===== src/rtl/tp_pkg.sv =====
// rtl/tp_pkg.sv - shared types, defaults and round-robin pick for the multiplier arbiter
package tp_pkg;

    typedef enum logic [1:0] {
        IDLE = 2'd0,
        CALC = 2'd1,
        RESP = 2'd2
    } state_t;

    localparam int N_BIT_DEF = 4;
    localparam int NREQ_DEF  = 3;
    localparam int MAX_REQ   = 32;

    // Returns the first set index at or after ptr (wrapping mod n), or -1 when vec is empty.
    function automatic int find_first_from(input logic [MAX_REQ-1:0] vec, input int ptr, input int n);
        int idx;
        find_first_from = -1;
        for (int k = MAX_REQ - 1; k >= 0; k--) begin
            if (k < n) begin
                idx = ptr + k;
                if (idx >= n) idx = idx - n;
                if (vec[idx[4:0]]) find_first_from = idx;
            end
        end
    endfunction

endpackage


===== src/rtl/mul_arbiter_if.sv =====
// rtl/mul_arbiter_if.sv - request/response bundle between requesters and the multiplier arbiter
interface mul_arbiter_if
    import tp_pkg::*;
#(
    parameter int N_BIT = N_BIT_DEF,
    parameter int NREQ  = NREQ_DEF,
    parameter int ID_W  = $clog2(NREQ)
);
    logic [NREQ-1:0]       req_valid;
    logic [NREQ-1:0]       req_ready;
    logic [NREQ*N_BIT-1:0] req_a;
    logic [NREQ*N_BIT-1:0] req_b;
    logic [NREQ-1:0]       req_signed;
    logic                  rsp_valid;
    logic                  rsp_ready;
    logic [ID_W-1:0]       rsp_id;
    logic [2*N_BIT-1:0]    rsp_product;
    logic                  busy;

    modport master (
        output req_valid, req_a, req_b, req_signed, rsp_ready,
        input  req_ready, rsp_valid, rsp_id, rsp_product, busy
    );

    modport slave (
        input  req_valid, req_a, req_b, req_signed, rsp_ready,
        output req_ready, rsp_valid, rsp_id, rsp_product, busy
    );
endinterface


===== src/rtl/mul_arbiter_mul.sv =====
// rtl/mul_arbiter_mul.sv - combinational N_BIT x N_BIT array multiplier, signed or unsigned
module mul #(
    parameter int N_BIT = 4
) (
    input  logic [N_BIT-1:0]   i_a,
    input  logic [N_BIT-1:0]   i_b,
    input  logic               i_mul_type,
    output logic [2*N_BIT-1:0] o_product
);
    logic [2*N_BIT-1:0] w_ea;
    logic [2*N_BIT-1:0] w_eb;
    logic [2*N_BIT-1:0] w_acc;

    // Sign-extending to the full product width makes the truncated sum exact for signed inputs.
    always_comb begin
        w_ea  = i_mul_type ? {{N_BIT{i_a[N_BIT-1]}}, i_a} : {{N_BIT{1'b0}}, i_a};
        w_eb  = i_mul_type ? {{N_BIT{i_b[N_BIT-1]}}, i_b} : {{N_BIT{1'b0}}, i_b};
        w_acc = '0;
        for (int i = 0; i < 2*N_BIT; i++) begin
            if (w_eb[i]) w_acc = w_acc + (w_ea << i);
        end
    end

    assign o_product = w_acc;
endmodule


===== src/rtl/mul_arbiter.sv =====
// rtl/mul_arbiter.sv - round-robin sharing of one multiplier among NREQ requesters
module mul_arbiter
    import tp_pkg::*;
#(
    parameter int N_BIT = N_BIT_DEF,
    parameter int NREQ  = NREQ_DEF,
    parameter int ID_W  = $clog2(NREQ)
) (
    input  logic          clk,
    input  logic          rst_n,
    mul_arbiter_if.slave  bus
);
    state_t               r_state;
    state_t               w_state_nxt;
    logic [ID_W-1:0]      r_rr_ptr;
    logic [ID_W-1:0]      r_id;
    logic [N_BIT-1:0]     r_a;
    logic [N_BIT-1:0]     r_b;
    logic                 r_signed;
    logic                 r_rsp_valid;
    logic [ID_W-1:0]      r_rsp_id;
    logic [2*N_BIT-1:0]   r_rsp_product;
    logic [2*N_BIT-1:0]   w_product;
    int                   w_pick;
    logic                 w_any;
    logic                 w_fire;
    logic [ID_W-1:0]      w_gid;
    logic [NREQ-1:0]      w_ready;

    assign w_pick = find_first_from(MAX_REQ'(bus.req_valid), int'(r_rr_ptr), NREQ);
    assign w_any  = (w_pick >= 0);
    assign w_gid  = ID_W'(w_pick);

    always_comb begin
        w_state_nxt = r_state;
        w_ready     = '0;
        case (r_state)
            IDLE: begin
                // Grants are withheld while reset is asserted even though state already reads IDLE.
                if (rst_n && w_any) begin
                    w_ready[w_gid] = 1'b1;
                    w_state_nxt    = CALC;
                end
            end
            CALC:    w_state_nxt = RESP;
            RESP:    if (bus.rsp_ready) w_state_nxt = IDLE;
            default: w_state_nxt = IDLE;
        endcase
    end

    assign w_fire = |w_ready;

    always_ff @(posedge clk or negedge rst_n) begin
        if (!rst_n) r_state <= IDLE;
        else        r_state <= w_state_nxt;
    end

    always_ff @(posedge clk or negedge rst_n) begin
        if (!rst_n) begin
            r_rr_ptr      <= '0;
            r_id          <= '0;
            r_a           <= '0;
            r_b           <= '0;
            r_signed      <= 1'b0;
            r_rsp_valid   <= 1'b0;
            r_rsp_id      <= '0;
            r_rsp_product <= '0;
        end else begin
            case (r_state)
                IDLE: begin
                    if (w_fire) begin
                        r_a      <= bus.req_a[int'(w_gid)*N_BIT +: N_BIT];
                        r_b      <= bus.req_b[int'(w_gid)*N_BIT +: N_BIT];
                        r_signed <= bus.req_signed[w_gid];
                        r_id     <= w_gid;
                        r_rr_ptr <= (w_gid == ID_W'(NREQ-1)) ? '0 : w_gid + 1'b1;
                    end
                end
                CALC: begin
                    r_rsp_product <= w_product;
                    r_rsp_id      <= r_id;
                    r_rsp_valid   <= 1'b1;
                end
                RESP: begin
                    if (bus.rsp_ready) r_rsp_valid <= 1'b0;
                end
                default: ;
            endcase
        end
    end

    mul #(.N_BIT(N_BIT)) u_mul (
        .i_a        (r_a),
        .i_b        (r_b),
        .i_mul_type (r_signed),
        .o_product  (w_product)
    );

    assign bus.req_ready   = w_ready;
    assign bus.rsp_valid   = r_rsp_valid;
    assign bus.rsp_id      = r_rsp_id;
    assign bus.rsp_product = r_rsp_product;
    assign bus.busy        = (r_state != IDLE);
endmodule


===== src/flat_wrapper.sv =====
// flat-port wrapper written by rule: the top's interface ports become plain ports
module mul_arbiter_flat import tp_pkg::*;
#(
    parameter int N_BIT = N_BIT_DEF,
    parameter int NREQ  = NREQ_DEF,
    parameter int ID_W  = $clog2(NREQ)
)
  (clk, rst_n, bus_req_valid, bus_req_a, bus_req_b, bus_req_signed, bus_rsp_ready, bus_req_ready, bus_rsp_valid, bus_rsp_id, bus_rsp_product, bus_busy);
  mul_arbiter_if #(.N_BIT(N_BIT), .NREQ(NREQ), .ID_W(ID_W)) bus_i ();
  input  logic clk;
  input  logic rst_n;
  input wire logic [$bits(bus_i.req_valid)-1:0] bus_req_valid;
  input wire logic [$bits(bus_i.req_a)-1:0] bus_req_a;
  input wire logic [$bits(bus_i.req_b)-1:0] bus_req_b;
  input wire logic [$bits(bus_i.req_signed)-1:0] bus_req_signed;
  input wire logic [$bits(bus_i.rsp_ready)-1:0] bus_rsp_ready;
  output wire logic [$bits(bus_i.req_ready)-1:0] bus_req_ready;
  output wire logic [$bits(bus_i.rsp_valid)-1:0] bus_rsp_valid;
  output wire logic [$bits(bus_i.rsp_id)-1:0] bus_rsp_id;
  output wire logic [$bits(bus_i.rsp_product)-1:0] bus_rsp_product;
  output wire logic [$bits(bus_i.busy)-1:0] bus_busy;
  assign bus_i.req_valid = bus_req_valid;
  assign bus_i.req_a = bus_req_a;
  assign bus_i.req_b = bus_req_b;
  assign bus_i.req_signed = bus_req_signed;
  assign bus_i.rsp_ready = bus_rsp_ready;
  assign bus_req_ready = bus_i.req_ready;
  assign bus_rsp_valid = bus_i.rsp_valid;
  assign bus_rsp_id = bus_i.rsp_id;
  assign bus_rsp_product = bus_i.rsp_product;
  assign bus_busy = bus_i.busy;
  mul_arbiter #(.N_BIT(N_BIT), .NREQ(NREQ), .ID_W(ID_W)) u_core (.clk(clk), .rst_n(rst_n), .bus(bus_i));
endmodule

===== config.mk =====
export PLATFORM = sky130hd
export DESIGN_NAME = mul_arbiter_flat
export DESIGN_NICKNAME = d
export VERILOG_FILES = /design/src/rtl/tp_pkg.sv /design/src/rtl/mul_arbiter_if.sv /design/src/rtl/mul_arbiter_mul.sv /design/src/rtl/mul_arbiter.sv /design/src/flat_wrapper.sv
export SDC_FILE = /design/constraint.sdc
export NUM_CORES = 1
export LEC_CHECK = 0
export CAP_MARGIN = 10
export CORE_ASPECT_RATIO = 1.1
export CORE_MARGIN = 2
export CORE_UTILIZATION = 48
export CTS_CLUSTER_SIZE = 12
export DETAILED_ROUTE_END_ITERATION = 12
export GPL_TIMING_DRIVEN = 0
export PLACE_DENSITY = 0.78
export RECOVER_POWER = 25
export SLEW_MARGIN = 40
export SYNTH_ARGS = -nofsm -noshare
export SYNTH_HDL_FRONTEND = slang
export SYNTH_SLANG_ARGS = --single-unit
export TNS_END_PERCENT = 20

===== constraint.sdc =====
create_clock -name clk -period 7.05 [get_ports clk]
set_input_delay 1.41 -clock clk [delete_from_list [all_inputs] [get_ports clk]]
set_output_delay 1.41 -clock clk [all_outputs]
set_load 0.01 [all_outputs]

# Yosys cells after proc, flatten, opt, wreduce, memory -nomap -nowiden
# Cells that the tools add are included.
# word_totals
reg_bits,26
in_bits,33
out_inout_bits,15
elab_cells,81
# op_classes
addsub,13
magnitude_cmp,9
eq_ne,5
shifts,2
muxes,34
reduce_logical,9
# op_table
op,n
32-bit 2-to-1 mux,6
8-bit 2-to-1 mux,10
"32-bit by 3-bit greater-or-equal comparator with 1-bit output, second input constant",2
"32-bit by 3-bit subtractor with 32-bit output, second input constant",2
8-bit adder,7
"32-bit by 1-bit greater-or-equal comparator with 1-bit output, second input constant",1
12-bit by 5-bit indexed part select with 4-bit output,2
"5-bit by 6-bit less-than comparator with 1-bit output, second input constant",3
1-bit binary-select mux with 5-bit select,3
1-bit 2-to-1 mux,6
2-bit 2-to-1 mux,3
3-bit 2-to-1 mux,2
2-bit case mux with 3 select lines,1
2-bit AND reduction,3
"2-bit == test, second input constant",2
2-bit nonzero test,2
"2-bit by 1-bit adder with 3-bit output, second input constant",1
"2-bit by 2-bit adder with 3-bit output, second input constant",1
"2-bit by 3-bit less-than comparator with 1-bit output, second input constant",1
3-bit OR reduction,1
"2-bit by 2-bit subtractor with 3-bit output, second input constant",1
"2-bit by 1-bit adder with 2-bit output, second input constant",1
1-bit binary-select mux with 2-bit select,1
1-bit demux with 2-bit select,1
8 further kinds,9

# Longest topological paths before layout
# Gate-level depths: netlist of the first run.
# depth
ltp_word,16
mapped_depth,32
ltp_nobuf,31

# By module
# From an unflattened synthesis of the first run, not the netlist that was laid out.
# hier_totals
cells_unflattened,271
area_unflattened_um2,2557.5
# by_module_without_submodules
module,instances,cells_each,area_each_um2,seq_area_each_um2
mul_arbiter,1,146,1517.7,650.6
mul,1,125,1039.7,0.0

# Worst setup path before layout of the first run
# OpenSTA, ideal clock, no wires.
# synth_path
kind,reg2reg
startpoint,reg u_core.r_a[1]
endpoint,"reg u_core.r_rsp_product[7], in the netlist u_core.bus.rsp_product[7]"
setup_time_ps,116
t_arrival_ps,6031
required_time_ps,6934
slack_ps,903
path_stages_with_launch,27
path_buffers,0
period_less_slack_ps,6147
path_cell_list,dfrtp_1 > and2_1 > ha_1 > inv_1 > fa_1 > xnor2_1 > mux2_2 > fa_1 > mux2_2 > ha_1 > fa_1 > xor2_1 > nor2_1 > a21oi_1 > fa_1 > nor2b_1 > o21ai_0 > ha_1 > fa_1 > nand2_1 > nand2_1 > ha_1 > xnor2_1 > xnor3_1 > xnor2_1 > and3_1 > o311ai_0
# synth_between
elab_chain_cells,16
# synth_lines
item,line,source
start: declaration,mul_arbiter.sv:17,logic [N_BIT-1:0] r_a;
start signal: assignment,mul_arbiter.sv:72,r_a <= bus.req_a[int'(w_gid)*N_BIT +: N_BIT];
8-bit 2-to-1 mux *,mul_arbiter_mul.sv:16,"w_ea = i_mul_type ? {{N_BIT{i_a[N_BIT-1]}}, i_a} : {{N_BIT{1'b0}}, i_a};"
8-bit 2-to-1 mux,mul_arbiter_mul.sv:20,if (w_eb[i]) w_acc = w_acc + (w_ea << i);
8-bit adder,mul_arbiter_mul.sv:20,
8-bit 2-to-1 mux,mul_arbiter_mul.sv:20,
8-bit adder,mul_arbiter_mul.sv:20,
8-bit 2-to-1 mux,mul_arbiter_mul.sv:20,
8-bit adder,mul_arbiter_mul.sv:20,
8-bit 2-to-1 mux,mul_arbiter_mul.sv:20,
8-bit adder,mul_arbiter_mul.sv:20,
8-bit 2-to-1 mux,mul_arbiter_mul.sv:20,
8-bit adder,mul_arbiter_mul.sv:20,
8-bit 2-to-1 mux,mul_arbiter_mul.sv:20,
8-bit adder,mul_arbiter_mul.sv:20,
8-bit 2-to-1 mux *,mul_arbiter_mul.sv:20,
8-bit adder,mul_arbiter_mul.sv:20,
8-bit 2-to-1 mux *,mul_arbiter_mul.sv:20,
end signal: assignment,mul_arbiter.sv:80,r_rsp_product <= w_product;
end: declaration,mul_arbiter.sv:22,logic [2*N_BIT-1:0] r_rsp_product;
# Mark *: on every way between the ends. The rest lies on a longest branch, timed or not.
# A chain may end at the register's enable or synchronous reset.

# Worst setup path in the final report of the first run
# layout_path
startpoint,reg u_core.r_b[0]
endpoint,"reg u_core.r_rsp_product[7], in the netlist u_core.bus.rsp_product[7]"
# layout_between
elab_chain_cells,16
# layout_lines
item,line,source
start: declaration,mul_arbiter.sv:18,logic [N_BIT-1:0] r_b;
start signal: assignment,mul_arbiter.sv:73,r_b <= bus.req_b[int'(w_gid)*N_BIT +: N_BIT];
8-bit 2-to-1 mux *,mul_arbiter_mul.sv:17,"w_eb = i_mul_type ? {{N_BIT{i_b[N_BIT-1]}}, i_b} : {{N_BIT{1'b0}}, i_b};"
8-bit 2-to-1 mux *,mul_arbiter_mul.sv:20,
8-bit adder,mul_arbiter_mul.sv:20,
8-bit 2-to-1 mux *,mul_arbiter_mul.sv:20,
8-bit adder,mul_arbiter_mul.sv:20,
8-bit 2-to-1 mux *,mul_arbiter_mul.sv:20,
8-bit adder,mul_arbiter_mul.sv:20,
8-bit 2-to-1 mux *,mul_arbiter_mul.sv:20,
8-bit adder,mul_arbiter_mul.sv:20,
8-bit 2-to-1 mux *,mul_arbiter_mul.sv:20,
8-bit adder,mul_arbiter_mul.sv:20,
8-bit 2-to-1 mux *,mul_arbiter_mul.sv:20,
8-bit adder,mul_arbiter_mul.sv:20,
8-bit 2-to-1 mux *,mul_arbiter_mul.sv:20,
8-bit adder,mul_arbiter_mul.sv:20,
8-bit 2-to-1 mux *,mul_arbiter_mul.sv:20,
# Marked as above.

==> results.py, run 1 <==
metrics = {
    "status": {
        "status": "finished, violations left",
        "failed_checks": "max-capacitance violations, max-slew violations",
    },
    "cts": {
        "cts_root_buf": "clkbuf_8",
        "clk_path_buf_depth": 2,
        "cts_max_level": 1,
        "cts.sinks": 26,
        "cts_buffers": 3,
        "worstSkewPairLatency_ps": 270,
        "cts_tree": "done",
        "path_clk_slew_ps": 100,
    },
    "synth": {
        "synth_fa_ha_area_frac": 0.1514,
        "synth_top_area_cell": "dfrtp_1",
        "synthMuxAreaShare": 0.08940,
        "synthArstFlopShare": 1.000,
        "synthXorXnorAreaFrac": 0.04983,
        "yosysSeqAreaShare": 0.2540,
        "syn-instance-count": 288,
        "synth_top_family_by_area": "compound AO/OA/AOI/OAI gates",
        "yosys_warnings": 0,
        "synth_area_leaders": "dfrtp_1, ha_1, mux2i_1",
        "synth_top_area_share": 0.2540,
        "syn_area_sq_um": 2561,
        "avgSynthCellArea_sq_um": 8.893,
        "synth_fp_nets": 349,
        "synth_compound_area_frac": 0.2272,
        "synth_edf_count": 0,
        "netlist_top_cells_count": "nand2_1, inv_1, dfrtp_1",
        "yosys_most_used_dff": "dfrtp_1",
        "synthSimpleGateAreaFrac": 0.1466,
        "synth_seq_cells": 26,
        "post-synth-top-count-cell": "nand2_1",
        "ys_types": 51,
    },
    "sta": {
        "fmaxAchievable_ghz": 0.1533,
        "setup_viol": 0,
        "drv_slew": 28,
        "holdWs_ps": 482.1,
        "finClkSkew_ps": 3.293,
        "slew_headroom": -0.06878,
        "period_share": 0.9255,
        "hold_viol": 0,
        "period_minus_slack_ps": 6525,
        "tightest_slew_ps": 1603,
        "fin_ws_ps": 525.4,
    },
    "layout": {
        "area_delta_synth_final_pct": 25.16,
        "post-route-util": 0.6326,
        "diodes": 0,
        "final_design_area_no_fill_sq_um": 3206,
        "drive_gt1_frac": 0.1056,
        "finalNetCount": 403,
    },
    "critical_path": {
        "cpPeakStageDelay_ps": 430,
        "crit_path_frequent_cell": "ha_1",
        "worstPathArrival_ps": 6700,
        "crit_path_end_kind": "register",
        "crit_family": "adder cells",
        "crit_buf_inv": 3,
        "path_class": "register to register",
        "critPathMaxFanout": 10,
        "slowest_stage": "fa_1",
        "crit_required_ps": 7220,
        "crit_path_start_kind": "register",
    },
    "power_and_ir_drop": {
        "ir_worst_vdd_uv": 350.9,
        "p_leak_nw": 1.576,
        "power_density_nw_per_um2": 519.0,
    },
    "floorplanning": {
        "die_area_sq_um": 5937,
        "coreArea_sq_um": 5067,
        "num_rows": 27,
        "fp.dieH_microns": 80.61,
        "die_w_microns": 73.65,
        "start_util": 0.5054,
        "ios": 48,
    },
    "global_route": {
        "grt_overflow": 0,
        "grt_pass1_vias": 2188,
        "grt_start_max_net_pins": 28,
        "antenna_found_initial": 0,
        "grt_usage": 0.2145,
        "grt_pass1_wl_mm": 9.998,
    },
    "drt": {
        "drt-total-wl_mm": 5.900,
        "drt-initial-drc-count": 93,
        "wl_per_cell_microns": 14.79,
        "drt_first_pass_iters": 5,
        "avgViaCountPerCell": 5.689,
        "ant_nets": 0,
        "vias": 2270,
        "drc": 0,
    },
    "placement": {
        "dp_slack_ps": 152.7,
        "post-dp-hpwl_mm": 4.509,
        "place.gp.congestion": 0.8812,
        "io_buffers": 47,
        "placed_area_sq_um": 3099,
    },
    "run": {
        "cap_viol_max_count": 1,
    },
    "worst_hold_path": {
        "hold_class": "register to register",
    },
}
==> power breakdown <==
part	internal, mW	switching (mW)	total, mW
clock network	0.0760	0.0517	0.128
registers	0.219	0.0661	0.285
logic	0.593	0.658	1.25
total	0.888	0.776	1.66
==> worst reg2reg max path, delay by kind of cell, from the launching register on <==
family	cells	cell delay, ps
DFF	1	350
adders and majority gates	8	2550
xor gates and xnor gates	5	970
and+or+nand+nor	8	1000
buffers and inverters	3	350
muxes	1	250
AOI/OAI and AO/OA	6	990
==> layout by cell type, fill, tap and decap left out, drive strengths merged, types with 9 or more instances in the layout <==
master / n
a21oi: 19
buf: 11
clkbuf: 9
clkdlybuf4s50: 46
dfrtp: 26
ha: 23
inv: 29
mux2i: 18
nand2: 39
nor2: 16
o21ai: 16
o221ai: 9
==> what timing repair did <==
item	4_1_cts	5_1_grt
hold buffers	0	0
buffers inserted	0	2
gates resized for setup	0	12
endpoints found under the setup margin	0	1
==> layout make-up <==
type / instances / area [sq um]
clock buffer: 3 / 41.29
multi-input combinational: 219 / 1718
tap: 58 / 72.57
fill: 443 / 1862
inverter: 29 / 108.9
clock inverter: 1 / 30.03
sequential: 26 / 654.4
buffer: 14 / 101.3
timing repair buffer: 49 / 479.2
==> path summary, 6_finish.rpt <==
path,start,end,slack [ps],cells after the start
max in group asynchronous,rst_n,u_core.r_a[1],4400,1
min in group asynchronous,rst_n,u_core.r_signed,1520,1
max,u_core.r_b[0],u_core.bus.rsp_product[7],530,31
min reg2reg,u_core.bus.rsp_id[1],u_core.bus.rsp_id[1],480,2
max reg2reg,u_core.r_b[0],u_core.bus.rsp_product[7],530,31
min,u_core.bus.rsp_id[1],u_core.bus.rsp_id[1],480,2
==> metrics by stage <==
stage / cells / power, mW / setup TNS [ps]
CTS: 397 / 1.636 / 0
floorplan: 288 / 1.205 / 0
global placement: 393 / 1.458 / 0
finish: 399 / 1.664 / 0
global route: 399 / 1.823 / -5.350
detailed placement: 393 / 1.498 / 0
==> routing by layer <==
metal / track usage / wire length (microns)
met1: 0.2835 / 2708
met2: 0.3571 / 2779
met3: 0.03011 / 325
met4: 0.06909 / 87
met5: 0 / 0
==> cell families (layout without fill, tap and decap cells) <==
| kind of cell | after synthesis | after routing |
|---|---|---|
| compound gates | 75 | 75 |
| xor+xnor | 13 | 13 |
| fa+ha+maj | 28 | 28 |
| buf+inv | 43 | 96 |
| flops | 26 | 26 |
| mux | 22 | 22 |
| simple gates | 81 | 81 |
==> flip-flops by register name (all words and copies together) (netlist names) <==
register,flops
u_core.bus.rsp_id,2
u_core.bus.rsp_product,8
u_core.bus.rsp_valid,1
u_core.r_a,4
u_core.r_b,4
u_core.r_id,2
u_core.r_rr_ptr,2
u_core.r_signed,1
u_core.r_state,2
Note: power is estimated with default switching activity, not from simulation.
==> run 2: changes to the inputs <==
--- a/config.mk
+++ b/config.mk
@@ -12,7 +12,7 @@
 export CTS_CLUSTER_SIZE = 12
 export DETAILED_ROUTE_END_ITERATION = 12
 export GPL_TIMING_DRIVEN = 0
-export PLACE_DENSITY = 0.78
+export PLACE_DENSITY = 0.81
 export RECOVER_POWER = 25
 export SLEW_MARGIN = 40
 export SYNTH_ARGS = -nofsm -noshare
==> constraint.sdc (replaced) <==
create_clock -name clk -period 5.5 [get_ports clk]
set_input_delay 1.1 -clock clk [delete_from_list [all_inputs] [get_ports clk]]
set_output_delay 1.1 -clock clk [all_outputs]
set_load 0.01 [all_outputs]
==> run 2 against run 1 <==
Compared with the run above:
- the flow finishes with violations (design-rule violations, max-capacitance violations, max-slew violations, negative setup slack)
- sequential share of layout area decreased by 1.3 points
- worst hold slack got worse by 1.4 ps
- non-clock buffer count increased by 10
- routed wire length increased by 17%
- power increased by 46%
- combinational power increased by 51%
- maximum frequency increased by 2.8%
- largest cell class unchanged
==> results.py, run 2 (synthesized netlist as in run 1, its figures left out) <==
metrics = {
    "cts": {
        "clk_path_buf_depth": 2,
        "cts_tree": "done",
        "path_clk_slew_ps": 100,
        "cts_buffers": 3,
        "cts_max_level": 1,
        "cts.sinks": 26,
        "worstSkewPairLatency_ps": 280,
        "cts_root_buf": "clkbuf_8",
    },
    "layout": {
        "layout_commonest_cell": "clkdlybuf4s50_1",
        "diodes": 0,
        "drive_gt1_frac": 0.2023,
        "finalNetCount": 413,
        "stdcell_count": 409,
        "final_cell_mix": "clkdlybuf4s50_1, nand2_1, inv_1",
        "area_delta_synth_final_pct": 33.61,
        "largest_reg_flops": 8,
    },
    "critical_path": {
        "worstPathArrival_ps": 6510,
        "crit_family": "adder cells",
        "slowest_stage": "dfrtp_1",
        "crit_path_end_kind": "register",
        "path_class": "register to register",
        "cpPeakStageDelay_ps": 670,
        "crit_path_start_kind": "register",
        "crit_buf_inv": 1,
        "crit_required_ps": 5660,
        "critPathMaxFanout": 8,
    },
    "worst_hold_path": {
        "hold_class": "register to register",
    },
    "status": {
        "failed_checks": "design-rule violations, max-capacitance violations, max-slew violations, negative setup slack",
        "status": "finished, violations left",
    },
    "sta": {
        "fin_ws_ps": -844.1,
        "hold_viol": 0,
        "drv_slew": 28,
        "period_minus_slack_ps": 6344,
        "rsz0062_at_grt": "yes",
        "slew_headroom": -0.04085,
        "holdWs_ps": 480.7,
        "tightest_slew_ps": 1561,
        "fmaxAchievable_ghz": 0.1576,
        "finClkSkew_ps": 6.230,
        "period_share": 1.153,
        "setup_viol": 2,
    },
    "global_route": {
        "antenna_found_initial": 0,
        "grt_overflow": 0,
        "grt_pass1_wl_mm": 10.83,
        "grt_pass1_vias": 2415,
        "grt_start_max_net_pins": 28,
        "grt_usage": 0.2295,
    },
    "floorplanning": {
        "num_rows": 27,
        "die_area_sq_um": 5937,
        "die_w_microns": 73.65,
        "start_util": 0.5054,
        "fp.dieH_microns": 80.61,
        "coreArea_sq_um": 5067,
        "ios": 48,
    },
    "drt": {
        "drt-initial-drc-count": 170,
        "drt-total-wl_mm": 6.904,
        "drt_first_pass_iters": 8,
        "wl_per_cell_microns": 16.88,
        "ant_nets": 0,
        "vias": 2441,
        "drc": 1,
        "avgViaCountPerCell": 5.968,
    },
    "power_and_ir_drop": {
        "power_density_nw_per_um2": 707.8,
        "ir_worst_vdd_uv": 329.3,
        "p_leak_nw": 1.645,
    },
    "placement": {
        "place_inst": 393,
        "place.gp.congestion": 0.8647,
        "post-dp-hpwl_mm": 4.679,
        "io_buffers": 47,
    },
    "run": {
        "cap_viol_max_count": 1,
    },
}
run 2: cell types whose count changed in the layout (fill, tap and decap cells not counted), sizes merged:
| cell | delta |
|---|---|
| buf | +9 |
| clkbuf | +1 |
run 2: worst paths after layout:
path                                                 from                         to  slack, ps  cells past startpoint
worst min-delay path            u_core.bus.rsp_product[0]  u_core.bus.rsp_product[0]        480                      2
min in group asynchronous                           rst_n  u_core.bus.rsp_product[3]       1190                      1
worst min register to register  u_core.bus.rsp_product[0]  u_core.bus.rsp_product[0]        480                      2
max in group asynchronous                           rst_n              u_core.r_a[0]       3290                      1
worst max-delay path                        u_core.r_a[3]  u_core.bus.rsp_product[7]       -840                     29
worst max register to register              u_core.r_a[3]  u_core.bus.rsp_product[7]       -840                     29
run 2: stage by stage:
step,setup TNS (ps),setup slack (ps),instance area (sq um),utilization,power (mW)
3_5_place_dp,-1204,-963.5,3162,0.6240,1.998
2_1_floorplan,-321.6,-321.6,2624,-,1.600
4_1_cts,-752.1,-713.8,3304,0.6521,2.242
3_3_place_gp,-859.2,-766.2,3167,0.6249,1.914
6_report,-995.8,-844.1,3422,0.6753,2.422
5_1_grt,-1548,-1130,3422,0.6753,2.609
run 2: final cells by class:
type,instances,area [sq um]
inverters,29,108.9
clock inverters,1,30.03
well taps,58,72.57
flip-flops and latches,26,654.4
plain buffers,14,110.1
multi-input cells,219,1851
fillers,396,1645
clock buffers,3,41.29
repair buffers,59,554.3
run 2: repair_timing:
item                                    CTS  global route
hold buffers                              0             0
gates resized for setup                   7            14
gates cloned                              0             0
endpoints found under the setup margin    2             2
setup buffers                             6             6
endpoints found under the hold margin     0             0
pin swaps                                 7             6
run 2: tightest hold or removal path, cell delays in order (launching register included):
cell     delay (ps)
dfrtp_1         360
nand2_1          50
nand2_1          50
run 2: per-layer routing:
metal	track usage	vias up	share of wire
met4	0.06545	0	0.035
met3	0.02886	29	0.063
met2	0.4054	122	0.51
li1	-	1135	-
met1	0.2886	1155	0.39
met5	0	-	0
run 2: power breakdown:
group | internal (mW) | switching [mW]
logic | 0.913 | 0.974
clock network | 0.0976 | 0.0696
registers | 0.280 | 0.0867
==> patch 1, RTL diff (config.mk and constraints of run 2) <==
Change the package constant `N_BIT_DEF` from 4 to 3.
--- a/src/rtl/tp_pkg.sv
+++ b/src/rtl/tp_pkg.sv
@@ -7,7 +7,7 @@
         RESP = 2'd2
     } state_t;
 
-    localparam int N_BIT_DEF = 4;
+    localparam int N_BIT_DEF = 3;
     localparam int NREQ_DEF  = 3;
     localparam int MAX_REQ   = 32;
 
Ports: changed (resized bus_req_a, bus_req_b and bus_rsp_product); port bits go from 48 to 40. No check against the original RTL was run, so the function may have changed too.
==> patch 1 against run 2 <==
  * Sequential cell count shrank 4
  * Design area shrank 33%
  * Area after synthesis shrank 30%
  * First-iteration DRC count shrank 66%
  * Setup slack gained 1400 ps
  * Global-route usage shrank 3.5 points
  * Wire length shrank 43%
  * Power shrank 30%
  * Critical endpoint is now u_core.bus.rsp_product[5]
  * Highest routed layer unchanged
==> patch 1: results (changes against run 2) <==
<table>
<tr><th>Metric</th><th>Value</th></tr>
<tr><th colspan="2">Route</th></tr>
<tr><td>Length of the first detailed-routing pass in iterations</td><td>4 (was 8)</td></tr>
<tr><td>Average vias per placed instance</td><td>5.37 (was 5.97)</td></tr>
<tr><td>M1 WL</td><td>1810 um (was 2680 um)</td></tr>
<tr><td>Total wirelength of the detailed-routed design</td><td>3900 um (was 6900 um)</td></tr>
<tr><td>Met3 layer wire length in the routed design</td><td>126 um (was 432 um)</td></tr>
<tr><td>Met2 layer wire length in the routed design</td><td>1970 um (was 3540 um)</td></tr>
<tr><td>Iteration-0 DRC count of the detailed router</td><td>57 (was 170)</td></tr>
<tr><th colspan="2">Power and ir drop</th></tr>
<tr><td>Combinational cell power</td><td>1240 uW (was 1890 uW)</td></tr>
<tr><td>Peak supply drop</td><td>0.411 mV (was 0.329 mV)</td></tr>
<tr><td>Power attributed to sequential cells</td><td>313 uW (was 367 uW)</td></tr>
<tr><th colspan="2">Placed design</th></tr>
<tr><td>Post-placement worst setup slack</td><td>768 ps (was -963 ps)</td></tr>
<tr><td>Post-detailed-placement half-perimeter wirelength</td><td>3030 um (was 4680 um)</td></tr>
<tr><td>Buffers on Ports</td><td>39 (was 47)</td></tr>
<tr><th colspan="2">Synthesis</th></tr>
<tr><td>Share of synthesized area occupied by flip-flops and latches</td><td>30.7% (was 25.4%)</td></tr>
<tr><td>Leading post-synthesis cells by cell area</td><td>sky130_fd_sc_hd__dfrtp_1, sky130_fd_sc_hd__ha_1, sky130_fd_sc_hd__mux2i_1 (unchanged)</td></tr>
<tr><td>Number of distinct library cells after synthesis</td><td>43 (was 51)</td></tr>
<tr><td>Count of state elements after synthesis</td><td>22 (was 26)</td></tr>
<tr><th colspan="2">CTS</th></tr>
<tr><td>Count of buffers added by post-CTS timing repair for setup</td><td>0 (was 6)</td></tr>
<tr><td>Post-CTS sizing</td><td>0 (was 7)</td></tr>
<tr><th colspan="2">Outcome</th></tr>
<tr><td>Status</td><td>completed (was finished with violations)</td></tr>
<tr><th colspan="2">Cells and area</th></tr>
<tr><td>Clock buffers and inverters, area share</td><td>3.09% (was 2.08%)</td></tr>
<tr><td>Flip-flop count of the largest register after layout</td><td>6 (was 8)</td></tr>
<tr><th colspan="2">Global route</th></tr>
<tr><td>Met3 Resource Use GR</td><td>3.29% (was 2.89%)</td></tr>
<tr><td>Number of global-route vias before repair</td><td>1526 (was 2415)</td></tr>
<tr><td>Pin count of the biggest net entering global routing</td><td>24 (was 28)</td></tr>
<tr><th colspan="2">Critical path</th></tr>
<tr><td>Arr. time, crit path</td><td>5080 ps (was 6510 ps)</td></tr>
<tr><td>Length in cells of the worst reg-to-reg path</td><td>19 (was 29)</td></tr>
<tr><th colspan="2">Timing</th></tr>
<tr><td>Worst Slack Setup Final</td><td>601 ps (was -844 ps)</td></tr>
</table>
[patch 1: cell types whose count changed in the layout (fill, tap and decap cells not counted), sizes merged, moves of 4 or more]
cell,change
inv,-16
buf,-15
ha,-11
nand2,-10
clkdlybuf4s50,-8
o221ai,-7
a21o,-6
a21oi,-6
xnor2,-6
mux2i,-5
dfrtp,-4
nor2b,-4
o21a,+4
[patch 1: per-stage QoR]
stage,utilization [%],area (um^2)
after floorplan,-,1790
after global placement,62.4,2240
after detailed placement,62.2,2240
after CTS,64.2,2310
after global routing,64.2,2310
final,64.2,2310
[patch 1: worst max-delay path: stages, from the launching register on]
cell	delay, ps
sky130_fd_sc_hd__dfrtp_1	540
sky130_fd_sc_hd__and2_1	210
sky130_fd_sc_hd__ha_1	180
sky130_fd_sc_hd__inv_1	60
sky130_fd_sc_hd__fa_1	420
sky130_fd_sc_hd__and2_1	190
sky130_fd_sc_hd__a21oi_1	150
sky130_fd_sc_hd__o22ai_1	150
sky130_fd_sc_hd__fa_1	470
sky130_fd_sc_hd__mux2_2	280
sky130_fd_sc_hd__ha_1	190
sky130_fd_sc_hd__fa_1	420
sky130_fd_sc_hd__mux2_2	270
sky130_fd_sc_hd__ha_1	190
sky130_fd_sc_hd__xor2_1	150
sky130_fd_sc_hd__xnor2_1	180
sky130_fd_sc_hd__nor3b_1	280
sky130_fd_sc_hd__o21ai_1	140
sky130_fd_sc_hd__xor2_1	180
sky130_fd_sc_hd__o21ai_0	160
[patch 1: cells by family after synthesis]
group | count (synthesis) | share of synthesized area [%]
xor+xnor | 6 | 3.70
buf+inv | 22 | 5.59
compound gates | 62 | 23.7
fa+ha+maj | 15 | 11.7
mux | 17 | 9.78
simple gates | 60 | 14.7
flops | 22 | 30.7
==> patch 2, RTL diff (flow settings as in run 2) <==
Made on the original files. Re-encode `state_t` (3 states) as one-hot, 3 bits wide.
--- a/src/rtl/tp_pkg.sv
+++ b/src/rtl/tp_pkg.sv
@@ -1,10 +1,10 @@
 // rtl/tp_pkg.sv - shared types, defaults and round-robin pick for the multiplier arbiter
 package tp_pkg;
 
-    typedef enum logic [1:0] {
-        IDLE = 2'd0,
-        CALC = 2'd1,
-        RESP = 2'd2
+    typedef enum logic [2:0] {
+        IDLE = 3'b001,
+        CALC = 3'b010,
+        RESP = 3'b100
     } state_t;
 
     localparam int N_BIT_DEF = 4;
Function: no difference found for any inputs over 4 cycles, from zero or initial values and one cycle with rst_n low; so few cycles prove little.
==> patch 2 against run 2 <==
  * The run ends with setup timing left
  * Non-clock buffer count decreased by 2
  * Wire length decreased by 2.0%
  * Sequential share of layout area increased by 0.70 points
  * Design area increased by 0.37%
  * Global-route usage increased by 0.77 points
  * Area after synthesis increased by 2.3%
  * Setup slack got worse by 220 ps
  * Sequential cell count increased by 1
Power is not shown: default switching activity piles up to over one toggle a cycle in this logic, so the estimate is an artifact.
==> patch 2: results (changes against run 2) <==
<table>
<tr><th>Metric</th><th>Value</th></tr>
<tr><th colspan="2">Global route</th></tr>
<tr><td>First-pass GRT wire length</td><td>11300 um (was 10800 um)</td></tr>
<tr><td>Met1 layer usage reported by global route</td><td>28.2% (was 28.9%)</td></tr>
<tr><td>Met2 layer usage reported by global route</td><td>43.5% (was 40.5%)</td></tr>
<tr><th colspan="2">Critical path</th></tr>
<tr><td>Startpoint of the worst setup timing path</td><td>u_core.r_b[0] (was u_core.r_a[3])</td></tr>
<tr><td>Maximum fanout encountered on the critical timing path</td><td>3 (was 8)</td></tr>
<tr><th colspan="2">Route</th></tr>
<tr><td>Met3 layer wire length in the routed design</td><td>291 um (was 432 um)</td></tr>
<tr><td>Iteration-0 DRC count of the detailed router</td><td>129 (was 170)</td></tr>
<tr><td>Average wire length per cell after detail routing</td><td>15.3 um (was 16.9 um)</td></tr>
<tr><th colspan="2">Outcome</th></tr>
<tr><td>Failing checks</td><td>setup timing (was DRC, capacitance limit, slew limit, setup timing)</td></tr>
<tr><td>Status</td><td>finished with violations (unchanged)</td></tr>
<tr><th colspan="2">Synthesis</th></tr>
<tr><td>Commonest cells in the synthesized netlist</td><td>sky130_fd_sc_hd__nand2_1, sky130_fd_sc_hd__dfrtp_1, sky130_fd_sc_hd__nor2_1, sky130_fd_sc_hd__ha_1, sky130_fd_sc_hd__o21ai_0 (was sky130_fd_sc_hd__nand2_1, sky130_fd_sc_hd__inv_1, sky130_fd_sc_hd__dfrtp_1, sky130_fd_sc_hd__ha_1, sky130_fd_sc_hd__a21oi_1)</td></tr>
<tr><td>Share of synthesized area occupied by flip-flops and latches</td><td>25.8% (was 25.4%)</td></tr>
<tr><td>Number of distinct library cells after synthesis</td><td>54 (was 51)</td></tr>
<tr><th colspan="2">Timing</th></tr>
<tr><td>Worst Slack Setup Final</td><td>-1060 ps (was -844 ps)</td></tr>
<tr><td>Max-slew headroom at the worst pin</td><td>2.51% (was -4.09%)</td></tr>
<tr><td>Final setup vio count</td><td>2 (unchanged)</td></tr>
<tr><td>Final Skew</td><td>14.1 ps (was 6.23 ps)</td></tr>
<tr><th colspan="2">Cells and area</th></tr>
<tr><td>Non-filler cells in the finished layout</td><td>442 (was 409)</td></tr>
<tr><td>Fillers</td><td>471 (was 396)</td></tr>
<tr><th colspan="2">Placed design</th></tr>
<tr><td>Post-detailed-placement half-perimeter wirelength</td><td>4900 um (was 4680 um)</td></tr>
</table>
## patch 2: cell type report
cell class / instances / area (um^2) / share of cell area [%]
Clock inverter: 1 / 8.76 / 0.255
Timing Repair Buffer: 56 / 532 / 15.5
Sequential cell: 27 / 681 / 19.8
Tap cell: 75 / 93.8 / 2.73
Clock buffer: 3 / 41.3 / 1.20
Buffer: 15 / 83.8 / 2.44
Inverter: 18 / 67.6 / 1.97
Multi-Input combinational cell: 247 / 1930 / 56.1
## patch 2: cell families (layout without fill, tap and decap cells)
group                    count (synthesis)  in the layout  synth area share [%]
XOR/XNOR                                13             13                  4.87
multiplexers                            18             18                  7.12
buffers and inverters                   33             93                  5.78
adder cells (fa/ha/maj)                 28             28                  14.8
AO/OA/AOI/OAI                           88             88                  22.7
flip-flops                              27             27                  25.8
AND/OR/NAND/NOR                        100            100                  18.9
## patch 2: repair_timing
action	CTS	global route
buffers inserted	8	1
gates resized for setup	15	7
hold buffers	0	0
setup endpoints to repair	2	2
pin swaps	3	3
